File: src/rtl/fft_pingpong_sequencer.sv
// fft_pingpong_sequencer: runs all radix-2 stages over a ping-pong working memory,
// streaming butterfly read addresses and in-place writes, host pass-through while idle.
module fft_pingpong_sequencer #(
    parameter int N          = 1024,
    parameter int ADDR_WIDTH = $clog2(N),
    parameter int PIPE_LAT   = 4
) (
    input  logic                            clk,
    input  logic                            rst,
    input  logic                            i_start,
    input  logic [ADDR_WIDTH-1:0]           i_fmt_cfg,
    input  logic [ADDR_WIDTH-1:0]           i_host_rd_addr,
    input  logic                            i_host_wr_en,
    input  logic [ADDR_WIDTH-1:0]           i_host_wr_addr,
    input  logic [15:0]                     i_host_wr_data,
    input  logic                            i_host_fmt,
    input  logic [15:0]                     i_dp_wr_data,
    output logic                            o_mem_bank_sel,
    output logic                            o_mem_format_mode,
    output logic [ADDR_WIDTH-1:0]           o_mem_rd_addr,
    output logic                            o_mem_wr_en,
    output logic [ADDR_WIDTH-1:0]           o_mem_wr_addr,
    output logic [15:0]                     o_mem_wr_data,
    output logic                            o_dp_in_valid,
    output logic                            o_dp_elem,
    output logic [ADDR_WIDTH-2:0]           o_tw_idx,
    output logic [$clog2(ADDR_WIDTH)-1:0]   o_stage_idx,
    output logic                            o_busy,
    output logic                            o_done
);
    localparam int SW = $clog2(ADDR_WIDTH);
    localparam int DW = $clog2(PIPE_LAT);

    typedef enum logic [1:0] {S_IDLE, S_RUN, S_DRAIN} state_t;

    state_t                               r_state;
    state_t                               w_state_nxt;
    logic [ADDR_WIDTH-1:0]                r_k;
    logic [SW-1:0]                        r_stage;
    logic [DW-1:0]                        r_dcnt;
    logic                                 r_bank;
    logic [ADDR_WIDTH-1:0]                r_fmt;
    logic [PIPE_LAT-1:0]                  r_dv;
    logic [PIPE_LAT-1:0][ADDR_WIDTH-1:0]  r_da;
    logic                                 r_in_valid;
    logic                                 r_elem;
    logic [ADDR_WIDTH-2:0]                r_tw;
    logic                                 r_done;

    logic                                 w_idle;
    logic                                 w_issue;
    logic                                 w_start;
    logic                                 w_last_k;
    logic                                 w_drain_end;
    logic                                 w_last_stage;
    logic                                 w_stage_end;
    logic [ADDR_WIDTH-1:0]                w_b;
    logic                                 w_e;
    logic [ADDR_WIDTH-1:0]                w_sh;
    logic [ADDR_WIDTH-1:0]                w_mask;
    logic [ADDR_WIDTH-1:0]                w_rd_addr;
    logic [ADDR_WIDTH-2:0]                w_tw;

    assign w_idle       = r_state == S_IDLE;
    assign w_issue      = r_state == S_RUN;
    assign w_start      = w_idle && i_start;
    assign w_last_k     = r_k == ADDR_WIDTH'(N - 1);
    assign w_drain_end  = r_dcnt == DW'(PIPE_LAT - 1);
    assign w_last_stage = r_stage == SW'(ADDR_WIDTH - 1);
    assign w_stage_end  = (r_state == S_DRAIN) && w_drain_end;

    // Element bit e is inserted at bit log2(span) = ADDR_WIDTH-1-stage of the butterfly index.
    always_comb begin
        w_b       = {1'b0, r_k[ADDR_WIDTH-1:1]};
        w_e       = r_k[0];
        w_sh      = ADDR_WIDTH'(ADDR_WIDTH - 1) - ADDR_WIDTH'(r_stage);
        w_mask    = (ADDR_WIDTH'(1) << w_sh) - ADDR_WIDTH'(1);
        w_rd_addr = ((w_b >> w_sh) << (w_sh + ADDR_WIDTH'(1))) | (ADDR_WIDTH'(w_e) << w_sh) | (w_b & w_mask);
        w_tw      = (ADDR_WIDTH-1)'((w_b & w_mask) << r_stage);
    end

    always_comb begin
        w_state_nxt = r_state;
        case (r_state)
            S_IDLE:  w_state_nxt = i_start ? S_RUN : S_IDLE;
            S_RUN:   w_state_nxt = w_last_k ? S_DRAIN : S_RUN;
            S_DRAIN: w_state_nxt = w_drain_end ? (w_last_stage ? S_IDLE : S_RUN) : S_DRAIN;
            default: w_state_nxt = S_IDLE;
        endcase
    end

    always_ff @(posedge clk or negedge rst) begin
        if (!rst) begin
            r_state    <= S_IDLE;
            r_k        <= '0;
            r_stage    <= '0;
            r_dcnt     <= '0;
            r_bank     <= 1'b0;
            r_fmt      <= '0;
            r_dv       <= '0;
            r_da       <= '0;
            r_in_valid <= 1'b0;
            r_elem     <= 1'b0;
            r_tw       <= '0;
            r_done     <= 1'b0;
        end else begin
            r_state    <= w_state_nxt;
            r_k        <= w_issue ? r_k + ADDR_WIDTH'(1) : '0;
            r_dcnt     <= (r_state == S_DRAIN && !w_drain_end) ? r_dcnt + DW'(1) : '0;
            r_done     <= w_stage_end && w_last_stage;
            r_dv       <= {r_dv[PIPE_LAT-2:0], w_issue};
            r_da       <= {r_da[PIPE_LAT-2:0], w_rd_addr};
            r_in_valid <= w_issue;
            r_elem     <= w_issue && w_e;
            r_tw       <= w_issue ? w_tw : '0;
            if (w_start) begin
                r_bank  <= ~r_bank;
                r_fmt   <= i_fmt_cfg;
                r_stage <= '0;
            end else if (w_stage_end) begin
                r_bank  <= ~r_bank;
                r_stage <= w_last_stage ? '0 : r_stage + SW'(1);
            end
        end
    end

    assign o_mem_bank_sel    = r_bank;
    assign o_mem_format_mode = w_idle ? i_host_fmt : r_fmt[r_stage];
    assign o_mem_rd_addr     = w_idle ? i_host_rd_addr : w_rd_addr;
    assign o_mem_wr_en       = w_idle ? i_host_wr_en : r_dv[PIPE_LAT-1];
    assign o_mem_wr_addr     = w_idle ? i_host_wr_addr : r_da[PIPE_LAT-1];
    assign o_mem_wr_data     = w_idle ? i_host_wr_data : i_dp_wr_data;
    assign o_dp_in_valid     = r_in_valid;
    assign o_dp_elem         = r_elem;
    assign o_tw_idx          = r_tw;
    assign o_stage_idx       = r_stage;
    assign o_busy            = !w_idle;
    assign o_done            = r_done;
endmodule

File: config.mk
export PLATFORM = sky130hd
export DESIGN_NAME = fft_pingpong_sequencer
export DESIGN_NICKNAME = d
export VERILOG_FILES = /design/src/rtl/fft_pingpong_sequencer.sv
export SDC_FILE = /design/constraint.sdc
export NUM_CORES = 1
export LEC_CHECK = 0
export CELL_PAD_IN_SITES_DETAIL_PLACEMENT = 1
export CELL_PAD_IN_SITES_GLOBAL_PLACEMENT = 1
export CORE_MARGIN = 5
export CORE_UTILIZATION = 38
export CTS_BUF_LIST = sky130_fd_sc_hd__clkbuf_2 sky130_fd_sc_hd__clkbuf_4 sky130_fd_sc_hd__clkbuf_8
export CTS_CLUSTER_DIAMETER = 40
export DETAILED_ROUTE_END_ITERATION = 12
export PLACE_DENSITY = 0.9
export REMOVE_ABC_BUFFERS = 1
export SKIP_LAST_GASP = 1
export SLEW_MARGIN = 20
export SYNTH_ARGS = -nofsm -noshare
export SYNTH_HDL_FRONTEND = slang
export SYNTH_SLANG_ARGS = --single-unit
File: constraint.sdc
create_clock -name clk -period 4.1 [get_ports clk]
set_input_delay 0.82 -clock clk [delete_from_list [all_inputs] [get_ports clk]]
set_output_delay 0.82 -clock clk [all_outputs]
set_load 0.05 [all_outputs]
==> summary.txt <==
Clocking
  • CTS tree: built
  • Later-pin clock latency in the skew report: around 0.39 ns
  • CTS hold repair buffers: 0
  • H-tree depth: 3
  • Root Buffer: clkbuf_8
  • Maximum buffer depth of the clock tree: 2
  • Num CTS Buffers: 9
  • Sink Count: 84
  • Clk pin slew, worst setup/hold paths: 0.09 ns

Floorplanning
  • Die ar.: 15400 um2
  • Top Ports: approximately 120
  • Initial cell density of the core: 38.9%
  • Die Width: roughly 120 um
  • Core area: roughly 13000 um2
  • Chip height: 124 um
  • # rows: 41

Timing
  • Max Freq: 247 MHz
  • Fin crit share: 98.7%
  • Fin Clk Skew: 0.0124 ns
  • Slew headroom: between 40 and 50%
  • Slew @ Worst Pin: a little under 0.9 ns
  • Fin. max-slew vios: 0
  • RSZ-0062 raised after global routing: true
  • Setup_tns: 0 ns
  • Min cycle time layout: approximately 4 ns
  • Endpoints failing hold: 0
  • Setup violators final: 0

Detailed routing
  • Vias per cell: between 5 and 6
  • Final ANT Viol Nets: 0
  • Drt drc: 0
  • Routed len/inst: about 22 um
  • Initial DRC count: 477
  • Final wirelength: about 18000 um
  • Routed vias: between 4k and 5k
  • Iteration count of the initial detailed-routing pass: 5

Setup path
  • Startpoint Class: flop
  • Worst Setup Path Type: flop to primary output
  • Worst endpoint data arrival time: 3.23 ns
  • CP endpoint kind: primary output
  • CP Data Required Time: around 3.3 ns
  • CP max FO: 9

Pwr
  • Gate power share: about 49%
  • Leakage: approximately 2.9 nW
  • Power Total: 0.00359 W
  • Switch Pwr: 0.00158 W
  • Sw frac: about 44%
  • Sequential Power Share: about 33%
  • Clock network power share: between 10% and 20%
  • Peak VDD IR: about 250 uV
  • P_int: between 0.002 and 0.0025 W
  • Pwr per Cell Area: around 520 nW/um2

Layout
  • Layout area overhead: 38.2%
  • Most common cell after layout, fill and taps aside: nand2_1
  • Nets: about 750
  • Register area: roughly 2100 um2
  • Fillcell total: between 1k and 1.5k
  • Layout cells sized above 1: 17.0%
  • Ant. Diodes: 0
  • Final Util: between 50% and 60%
  • Most frequent cells in the layout: nand2_1, clkdlybuf4s50_1, dfrtp_1
  • Multi-input combinational cell area: 2780 um2

Global routing
  • Remaining Overflow, GRT: 0
  • Initial antenna violation count: 0
  • Overall routing resource usage: between 20% and 30%
  • Global-route wire length before repair: 27700 um
  • Largest net degree at the start of global routing: between 60 and 70
  • Vias in the first global route: about 5k

Run status
  • Status: finished, final reports clean

Min path
  • Worst min-delay path class: flop to flop

Yosys
  • Avg Inst Size Synth: slightly below 9 um2
  • Synthesized flop and latch total: 84
  • Syn Inst Count: between 500 and 600
  • Netlist cell types: roughly 70
  • Post-synth EDFFs: 0
  • Sequential share of the synthesized area: 42.4%
  • Ys Warns: 0
  • Syn Std Cell Area: approximately 5000 um2
  • Ys flop type: dfrtp_1
  • Post-synth ARST share: 100%

Placement
  • Port bufs: 122
  • Detail Placement HPWL: approximately 14000 um
  • Gpl congestion: 0.902

Job
  • Max_cap viols: 0
layout make-up:
type	count	area share, %
clock buffers	9	1.81
clock inverters	7	1.19
well taps	172	3.14
flip-flops and latches	84	30.8
multi-input cells	423	40.7
inverters	12	0.658
repair buffers	142	21.8
worst max-delay path, cell delays in order (launching register included):
cell     delay (ns)
dfrtp_1        0.41
inv_1          0.12
ha_2           0.21
ha_4           0.22
buf_4          0.18
nor3_4         0.31
buf_6          0.18
a22oi_2        0.10
mux4_2         0.49
or2_4          0.26
a31oi_4        0.21
buf_12         0.16
cells by family after synthesis:
group / synth area share, %
AOI/OAI and AO/OA: 14.9
buffers and inverters: 5.20
muxes: 8.44
DFF: 42.4
xor gates and xnor gates: 3.13
and+or+nand+nor: 23.5
adders and majority gates: 2.48
flip-flops by register name, indices dropped and copies added, names as in the netlist:
name / cells
r_da: 40
r_fmt: 10
r_k: 10
o_tw_idx: 9
o_stage_idx: 4
r_dv: 4
r_dcnt: 2
r_state: 2
o_done: 1
o_dp_elem: 1
o_mem_bank_sel: 1
per-layer routing:
layer	vias to the layer above	GRT usage, %	wire [um]
li1	2185	-	-
met1	2404	29.6	7280
met2	185	41.0	9380
met3	22	4.68	1320
met4	0	7.26	291
met5	-	0	0
path summary, 6_finish.rpt:
kind / startpoint / cells after the start / endpoint / slack [ns]
max in group asynchronous: rst / 2 / r_da[17] / 2.73
worst max register to register: o_stage_idx[2] / 13 / o_tw_idx[7] / 1.06
worst min register to register: r_da[21] / 0 / r_da[31] / 0.35
min in group asynchronous: rst / 1 / o_mem_bank_sel / 0.53
worst min-delay path: r_da[21] / 0 / r_da[31] / 0.35
worst max-delay path: o_stage_idx[2] / 11 / o_mem_rd_addr[4] / 0.05
synth_stat cells, types with 5 or more instances:
cell type  count  area [um2]
a22oi_1        5        37.5
xor2_1         8        70.1
dfrtp_1       84        2100
nand3_1       20         100
a21oi_1       27         135
nand2_1      123         462
nor2b_1        6        37.5
or3_1          6        37.5
mux2i_1       17         170
nor2_1        49         184
and2_1         5        31.3
nor3_1        11        55.1
nand2b_1       7        43.8
mux2_2        14         158
o22ai_1        5        31.3
buf_2          7        35.0
xnor2_1        6        52.6
a31oi_1        6        37.5
inv_1          9        33.8
clkbuf_1      19        71.3
o21ai_1        5        25.0
ha_1           9         113
o21ai_0       19        95.1
metrics by stage:
stage               setup WS (ns)  hold slack, ns  cell area [um2]  instances
floorplan                   -1.24           0.331             4740        519
global placement            0.401           0.331             6430        831
detailed placement          0.299           0.336             6430        831
CTS                       -0.0322           0.353             6670        847
global route              -0.0295           0.359             6840        849
finish                     0.0548           0.349             6840        849
power by group through the flow:
stage                     sequential [W]  clock, W  combinational [W]
after floorplan                  0.00128         0           0.000886
after global placement           0.00118         0            0.00163
after detailed placement         0.00121         0            0.00170
after CTS                        0.00119  0.000644            0.00171
after global routing             0.00122  0.000682            0.00187
final                            0.00120  0.000625            0.00177
timing repair:
| action | 4_1_cts | 5_1_grt |
|---|---|---|
| buffers inserted | 0 | 2 |
| setup endpoints to repair | 9 | 10 |
| pin swaps | 2 | 3 |
| gates resized for setup | 8 | 32 |
No activity file was read; power rests on OpenSTA's default activity.
